File: config.mk
export PLATFORM = sky130hd
export DESIGN_NAME = mux8_rr_arbiter
export DESIGN_NICKNAME = d
export VERILOG_FILES = /design/src/rtl/mux8_rr_arbiter.sv
export SDC_FILE = /design/constraint.sdc
export NUM_CORES = 1
export LEC_CHECK = 0
export ABC_AREA = 1
export ABC_CLOCK_PERIOD_IN_PS = 2400
export BUFFER_PORTS_ARGS = -buffer_cell sky130_fd_sc_hd__buf_2
export CORE_MARGIN = 8
export CORE_UTILIZATION = 51
export DETAILED_ROUTE_END_ITERATION = 10
export GPL_TIMING_DRIVEN = 0
export MAX_ROUTING_LAYER = met4
export PLACE_DENSITY = 0.76
export SYNTH_ARGS = -nofsm -noshare
export SYNTH_HDL_FRONTEND = slang
export SYNTH_SLANG_ARGS = --single-unit
File: constraint.sdc
create_clock -name clk -period 2.4 [get_ports clk]
set_clock_uncertainty 0.1 [all_clocks]
set_input_delay 0.12 -clock clk [delete_from_list [all_inputs] [get_ports clk]]
set_output_delay 0.12 -clock clk [all_outputs]
set_load 0.01 [all_outputs]
File: src/rtl/mux8_rr_arbiter.sv
// Round-robin arbiter that owns the select lines of a shared 8-to-1 bit mux.
// Grants are held until done, request drop, or MAX_HOLD cycles; the selected bit is registered.
module mux8_rr_arbiter #(
  parameter int unsigned MAX_HOLD = 8
) (
  input  logic       clk,
  input  logic       rst_n,
  input  logic [7:0] req,
  input  logic       done,
  input  logic [7:0] A,
  output logic [2:0] sel,
  output logic [7:0] gnt,
  output logic       busy,
  output logic       data_out,
  output logic       timeout
);

  typedef enum logic [0:0] {
    IDLE  = 1'b0,
    GRANT = 1'b1
  } state_t;

  localparam logic [7:0] HOLD_LAST = 8'(MAX_HOLD - 1);

  state_t     state_r;
  state_t     state_next_s;
  logic [2:0] ptr_r;
  logic [2:0] ptr_next_s;
  logic [2:0] sel_r;
  logic [2:0] sel_next_s;
  logic [7:0] cnt_r;
  logic [7:0] cnt_next_s;
  logic [7:0] gnt_r;
  logic [7:0] gnt_next_s;
  logic       busy_r;
  logic       busy_next_s;
  logic       data_r;
  logic       data_next_s;
  logic       timeout_r;
  logic       timeout_next_s;
  logic [2:0] win_s;
  logic       win_found_s;
  logic       hold_end_s;
  logic       release_s;

  assign hold_end_s = (cnt_r == HOLD_LAST);
  assign release_s  = done | ~req[sel_r] | hold_end_s;

  // Winner search: first requester at or after ptr, wrapping 7 -> 0
  always_comb begin
    win_s       = 3'd0;
    win_found_s = 1'b0;
    for (int k = 0; k < 8; k++) begin
      if (!win_found_s && req[ptr_r + 3'(k)]) begin
        win_s       = ptr_r + 3'(k);
        win_found_s = 1'b1;
      end else begin
        win_found_s = win_found_s;
      end
    end
  end

  // State register
  always_ff @(posedge clk or negedge rst_n) begin
    if (!rst_n) begin
      state_r <= IDLE;
    end else begin
      state_r <= state_next_s;
    end
  end

  // Next-state logic
  always_comb begin
    state_next_s = state_r;
    case (state_r)
      IDLE:    state_next_s = (req != 8'h00) ? GRANT : IDLE;
      GRANT:   state_next_s = release_s ? IDLE : GRANT;
      default: state_next_s = IDLE;
    endcase
  end

  // Output logic: next values for every registered output and for ptr/cnt
  always_comb begin
    sel_next_s     = sel_r;
    gnt_next_s     = 8'h00;
    busy_next_s    = 1'b0;
    data_next_s    = 1'b0;
    timeout_next_s = 1'b0;
    ptr_next_s     = ptr_r;
    cnt_next_s     = 8'd0;
    case (state_r)
      IDLE: begin
        if (req != 8'h00) begin
          sel_next_s  = win_s;
          gnt_next_s  = 8'd1 << win_s;
          busy_next_s = 1'b1;
        end else begin
          sel_next_s  = sel_r;
        end
      end
      GRANT: begin
        data_next_s = A[sel_r];
        if (release_s) begin
          ptr_next_s     = sel_r + 3'd1;
          // done or a dropped request wins over the hold limit: no timeout pulse
          timeout_next_s = hold_end_s & ~done & req[sel_r];
        end else begin
          gnt_next_s  = gnt_r;
          busy_next_s = 1'b1;
          cnt_next_s  = cnt_r + 8'd1;
        end
      end
      default: begin
        gnt_next_s = 8'h00;
      end
    endcase
  end

  // Output, pointer and hold-counter registers
  always_ff @(posedge clk or negedge rst_n) begin
    if (!rst_n) begin
      sel_r     <= 3'd0;
      gnt_r     <= 8'h00;
      busy_r    <= 1'b0;
      data_r    <= 1'b0;
      timeout_r <= 1'b0;
      ptr_r     <= 3'd0;
      cnt_r     <= 8'd0;
    end else begin
      sel_r     <= sel_next_s;
      gnt_r     <= gnt_next_s;
      busy_r    <= busy_next_s;
      data_r    <= data_next_s;
      timeout_r <= timeout_next_s;
      ptr_r     <= ptr_next_s;
      cnt_r     <= cnt_next_s;
    end
  end

  assign sel      = sel_r;
  assign gnt      = gnt_r;
  assign busy     = busy_r;
  assign data_out = data_r;
  assign timeout  = timeout_r;

endmodule
==> metrics.md, run 1 <==
| Metric | Value |
|---|---|
| Routability-driven placement congestion ratio | 0.886 |
| Slew margin rel. | 0.627 |
| Initial core utilization | 0.523 |
| Fmax | roughly 420 MHz |
| DR vias/cell | 5.29 |
| Worst Max-Slew Pin Slew | 0.559 ns |
| Most frequent cells in the layout | nand2_1, buf_2, inv_1 |
| Unrepaired setup endpoints after global routing | true |
| Row count | 23 |
| FF-to-FF setup slack | 0.03 ns |
| Final hold vios | 0 |
| Worst hold margin | approximately 0.11 ns |
| Synth-to-layout area growth | 27.9% |
| Worst hold path type | in -> reg |
| CTS sink cnt | 25 |
| Die Ht | 79.8 um |
| Syn. warnings | 0 |
| Syn nets | 311 |
| Pin count of the biggest net entering global routing | 26 |
| Maxcap violations | 0 |
| Root Buffer | clkbuf_8 |
| GRT Total Usage | 0.166 |
| I/O pins | 33 |
| Initial DRT Pass Iterations | 4 |
| WP data required | 2.52 ns |
| Status | completed |
| Min-delay src | A[1] |
| Skew-Pair Late Insertion Delay | 0.27 ns |
| Total Nets Final | 360 |
| FILL cells | 340 |
| DP Wirelength | 3.88 mm |
| CP arrival | 2.49 ns |
| Total routed wirelength | 5.34 mm |
| Initial antenna violation count | 0 |
| Setup Viol. Count Final | 0 |
| Tcrit/Tclk final | 0.989 |
| Worst R2R Start | ptr_r[1]$_DFFE_PN0P_ |
| Mapped Avg Cell Area | 7.21 um^2 |
| TritonCTS clock tree | done |
| Register Area | 627 um^2 |
| Critical path type | reg -> reg |
| Aggregate global routing overflow | 0 |
| Crit-path max FO | 6 |
| Synth area leader | dfrtp_1 |
| Drt drc | 0 |
| H-tree depth | 1 |
| CTS max path bufs | 2 |
| Width of the die | ~80 um |
| Final worst-path setup slack | ~0.027 ns |
| Crit start category | flip-flop |
| CTS Buf Count | 3 |
| Top cells by area, synth | dfrtp_1, nand2_1, nand3_1 |
| Routed Antenna Nets | 0 |
| Worst-path clk slew | 0.10 ns |
| Initial DRC Count | 100 |
| Setup TNS | 0 ns |
| Worst Setup SP | ptr_r[1]$_DFFE_PN0P_ |
| Place WS | -0.309 ns |
| Die area | approximately 6400 um^2 |
| Slew Viols, Final | 0 |
| Core area | 3970 um^2 |
| # diodes | 0 |
| Nature of the critical path endpoint | flip-flop |
| Mapped Area | 2080 um^2 |
| Number of synthesized register bits | 25 |
| IO Port Bufs | 32 |
| Cells after Synth | 288 |
| Area share of the largest cell type after synthesis | 0.301 |
| Routed via count | around 2000 |
| Share of layout cells above drive strength 1 | 0.390 |
| Number of global-route vias before repair | roughly 1900 |
| Routed WL per cell | 13.8 um |
| Multi-input logic area | between 1000 and 1500 um^2 |
| Tmin final | 2.37 ns |
| Commonest non-fill, non-tap cell in the layout | nand2_1 |
| First-pass GRT wire length | 8.47 mm |
| Seq/Total Area, Yosys | 0.301 |
| Synth cell types | 37 |
## through the flow
| stage | utilization | cells | cell area [um^2] |
|---|---|---|---|
| after global routing | 0.669 | 386 | 2660 |
| after CTS | 0.613 | 378 | 2440 |
| after global placement | 0.579 | 370 | 2300 |
| after floorplan | - | 288 | 2080 |
| final | 0.669 | 386 | 2660 |
| after detailed placement | 0.579 | 370 | 2300 |
## cell usage after synthesis, drive strengths merged
cell type	instances
a21boi	1
a21oi	7
a31o	1
a31oi	2
buf	4
clkinv	1
dfrtp	25
ha	4
inv	36
nand2	89
nand3	49
nand4	5
nor2	33
nor3	3
nor4	1
o21ai	15
o21bai	3
o22ai	1
xnor2	3
xor2	5
## sequential cells by signal (all words and copies together) (netlist names)
| name | count |
|---|---|
| busy | 1 |
| sel | 3 |
| data_out | 1 |
| gnt | 8 |
| ptr_r | 3 |
| cnt_r | 8 |
| timeout | 1 |
## final timing paths
| check | endpoint | cells after the start |
|---|---|---|
| setup / recovery | gnt[0]$_DFFE_PN0P_ | 16 |
| hold / removal | data_out$_DFF_PN0_ | 3 |
| setup reg to reg | gnt[0]$_DFFE_PN0P_ | 16 |
| hold reg to reg | cnt_r[0]$_DFF_PN0_ | 1 |
| max in group asynchronous | ptr_r[0]$_DFFE_PN0P_ | 2 |
| min in group asynchronous | gnt[2]$_DFFE_PN0P_ | 2 |
## area by class of cell
type | count | area share
tap | 50 | 0.0236
inverter | 37 | 0.0626
timing repair buffer | 44 | 0.0951
buffer | 4 | 0.0146
multi-input combinational | 222 | 0.550
clock buffer | 3 | 0.0155
clock inverter | 1 | 0.00283
sequential | 25 | 0.236
## per-layer routing
layer	GRT usage	wire length [um]
met1	0.184	2160
met2	0.299	2930
met3	0.0180	136
met4	0.0600	114
met5	-	0
## cells by family (layout without fill, tap and decap cells)
group / count (synthesis) / in the layout / synth area share
XOR/XNOR: 8 / 8 / 0.0410
AO/OA/AOI/OAI: 30 / 30 / 0.0861
adder cells (fa/ha/maj): 4 / 4 / 0.0241
AND/OR/NAND/NOR: 180 / 180 / 0.460
buffers and inverters: 41 / 89 / 0.0879
flip-flops: 25 / 25 / 0.301
## worst max-delay path, stage by stage (launching register included)
cell and delay (ns):
dfrtp_1 0.38, buf_6 0.13, clkinv_8 0.05, ha_4 0.28, inv_8 0.11, nand3_4 0.09, nand2_2 0.08, nand2_1 0.06
nand2_2 0.14, nor2_4 0.05, a21boi_2 0.14, nand3_2 0.09, nor2_4 0.15, nand3_2 0.09, nor2_4 0.21, nand3_2 0.08
nand2_1 0.08
## what timing repair did
item / CTS / global route
setup buffers: 3 / 8
resized for setup: 14 / 35
hold endpoints to repair: 25 / 0
hold buffers: 1 / 0
pin swaps: 6 / 18
endpoints found under the setup margin: 11 / 19
Power of run 1 is not shown: default switching activity piles up to over one toggle a cycle in this logic, so the estimate is an artifact.
==> run 2, diff against run 1 <==
--- a/config.mk
+++ b/config.mk
@@ -13,7 +13,7 @@
 export DETAILED_ROUTE_END_ITERATION = 10
 export GPL_TIMING_DRIVEN = 0
 export MAX_ROUTING_LAYER = met4
-export PLACE_DENSITY = 0.76
+export PLACE_DENSITY = 0.75
 export SYNTH_ARGS = -nofsm -noshare
 export SYNTH_HDL_FRONTEND = slang
 export SYNTH_SLANG_ARGS = --single-unit
==> metrics.md, run 2 (synthesis gave the netlist of run 1 again) <==
| Metric | Value |
|---|---|
| Routed WL per cell | 14.1 um (+1.7%) |
| # diodes | 0 (unchanged) |
| I/O pins | 33 (unchanged) |
| Commonest non-fill, non-tap cell in the layout | nand2_1 |
| Setup Viol. Count Final | 0 (unchanged) |
| Reg2Reg Depth | 16 (unchanged) |
| Setup TNS | 0 ns (unchanged) |
| Crit-path max FO | 7 (+1) |
| Worst hold path type | in -> reg |
| Critical path type | reg -> reg |
| Width of the die | 79.8 um (unchanged) |
| Worst Setup SP | ptr_r[1]$_DFFE_PN0P_ |
| Maxcap violations | 0 (unchanged) |
| Routed via count | 2056 (+0.69%) |
| Nature of the critical path endpoint | flip-flop |
| Pin count of the biggest net entering global routing | 26 (unchanged) |
| Initial core utilization | 0.523 (unchanged) |
| Initial DRT Pass Iterations | 4 (unchanged) |
| Tmin final | 2.38 ns (+0.00352 ns) |
| Row count | 23 (unchanged) |
| Initial DRC Count | 194 (+94%) |
| Worst R2R Start | ptr_r[1]$_DFFE_PN0P_ |
| CTS max path bufs | 2 (unchanged) |
| CP endpoint | gnt[7]$_DFFE_PN0P_ |
| IO Port Bufs | 32 (unchanged) |
| Slew Viols, Final | 0 (unchanged) |
| DR vias/cell | 5.33 (+0.69%) |
| Aggregate global routing overflow | 0 (unchanged) |
| Status | completed |
| Number of global-route vias before repair | 1978 (+3.0%) |
| Area after DPL | 2300 um^2 (unchanged) |
| Total routed wirelength | 5.43 mm (+1.7%) |
| Core area | 3970 um^2 (unchanged) |
| Worst Max-Slew Pin Slew | 0.544 ns (-0.0153 ns) |
| FILL cells | 336 (-1.2%) |
| First-pass GRT wire length | 8.63 mm (+1.9%) |
| GRT Total Usage | 0.168 (+0.00148) |
| Fmax | 421 MHz (-0.15%) |
| DP Wirelength | 3.80 mm (-2.0%) |
| Routed Antenna Nets | 0 (unchanged) |
| Total Nets Final | 360 (unchanged) |
| Die area | 6370 um^2 (unchanged) |
| CTS sink cnt | 25 (unchanged) |
| TritonCTS clock tree | done |
| Share of layout cells above drive strength 1 | 0.372 (-0.0179) |
| Skew-Pair Late Insertion Delay | 0.27 ns (about the same) |
| Routability-driven placement congestion ratio | 0.871 (-1.6%) |
| Crit start category | flip-flop |
| WP data required | 2.51 ns (about the same) |
| Initial antenna violation count | 0 (unchanged) |
| FF-to-FF setup slack | 0.02 ns (about the same) |
| Synth-to-layout area growth | 26.1% |
| CP arrival | 2.49 ns (about the same) |
| R2r endpoint | gnt[7]$_DFFE_PN0P_ |
| Tcrit/Tclk final | 0.990 (+0.00147) |
| Die Ht | 79.8 um (unchanged) |
| Final hold vios | 0 (unchanged) |
| Unrepaired setup endpoints after global routing | true |
| Worst-path clk slew | 0.09 ns (about the same) |
| CTS Buf Count | 3 (unchanged) |
| Final Cell Area | 2620 um^2 (-1.4%) |
| Drt drc | 0 (unchanged) |
| Most frequent cells in the layout | nand2_1, buf_2, inv_1 |
| Root Buffer | clkbuf_8 |
| H-tree depth | 1 (unchanged) |
| Slew margin rel. | 0.637 (+0.0102) |
==> run 2: layout make-up <==
type,count,area [um^2],area share
Clock buffer,3,41.3,0.0158
Inverter,37,159,0.0607
Timing Repair Buffer,44,253,0.0965
Tap cell,50,62.6,0.0239
Clock inverter,1,5.00,0.00191
Sequential cell,25,626,0.239
Buffer,4,38.8,0.0148
Multi-Input combinational cell,222,1430,0.548
==> run 2: how the worst min path moves through the flow <==
stage	end	start	cells past startpoint	slack, ns
floorplan	busy$_DFF_PN0_	rst_n	0	-0.28
global placement	cnt_r[0]$_DFF_PN0_	rst_n	1	0.03
detailed placement	cnt_r[0]$_DFF_PN0_	rst_n	1	0.03
CTS	data_out$_DFF_PN0_	A[3]	3	0.09
global route	data_out$_DFF_PN0_	A[3]	3	0.12
finish	data_out$_DFF_PN0_	A[1]	3	0.09
==> run 2: per-layer routing <==
metal  vias to the layer above  wire (um)  track usage
li1                       1034          -            -
met1                       958       2170        0.184
met2                        48       2990        0.305
met3                        16        116       0.0113
met4                         0        152       0.0691
met5                         -          0            -
==> run 2: through the flow <==
stage / cells / hold slack (ns) / worst slack (ns) / utilization
after detailed placement: 370 / 0.0349 / -0.277 / 0.579
after floorplan: 288 / -0.276 / 0.113 / -
after global routing: 386 / 0.117 / -0.146 / 0.659
after global placement: 370 / 0.0276 / -0.239 / 0.579
after CTS: 380 / 0.0875 / 0.0223 / 0.618
final: 386 / 0.0912 / 0.0234 / 0.659
==> run 2: critical path, cell delays in order (launching register included) <==
cell,delay (ns)
dfrtp_1,0.36
buf_6,0.14
inv_8,0.04
ha_4,0.30
inv_8,0.10
nand3_2,0.10
nand2_2,0.09
nand2_1,0.08
nand2_4,0.10
nand4_4,0.14
nor2_8,0.15
o21ai_2,0.08
nand2_2,0.12
nand2_2,0.07
nor2_4,0.15
nand3_1,0.11
nand2_1,0.07
==> run 2: what timing repair did <==
item,CTS,global route
gates cloned,0,0
hold buffers,1,0
pin swaps,5,12
hold endpoints to repair,25,0
setup endpoints to repair,11,19
setup buffers,5,6
gates resized for setup,14,26
Power of run 2 is left out for the same reason.
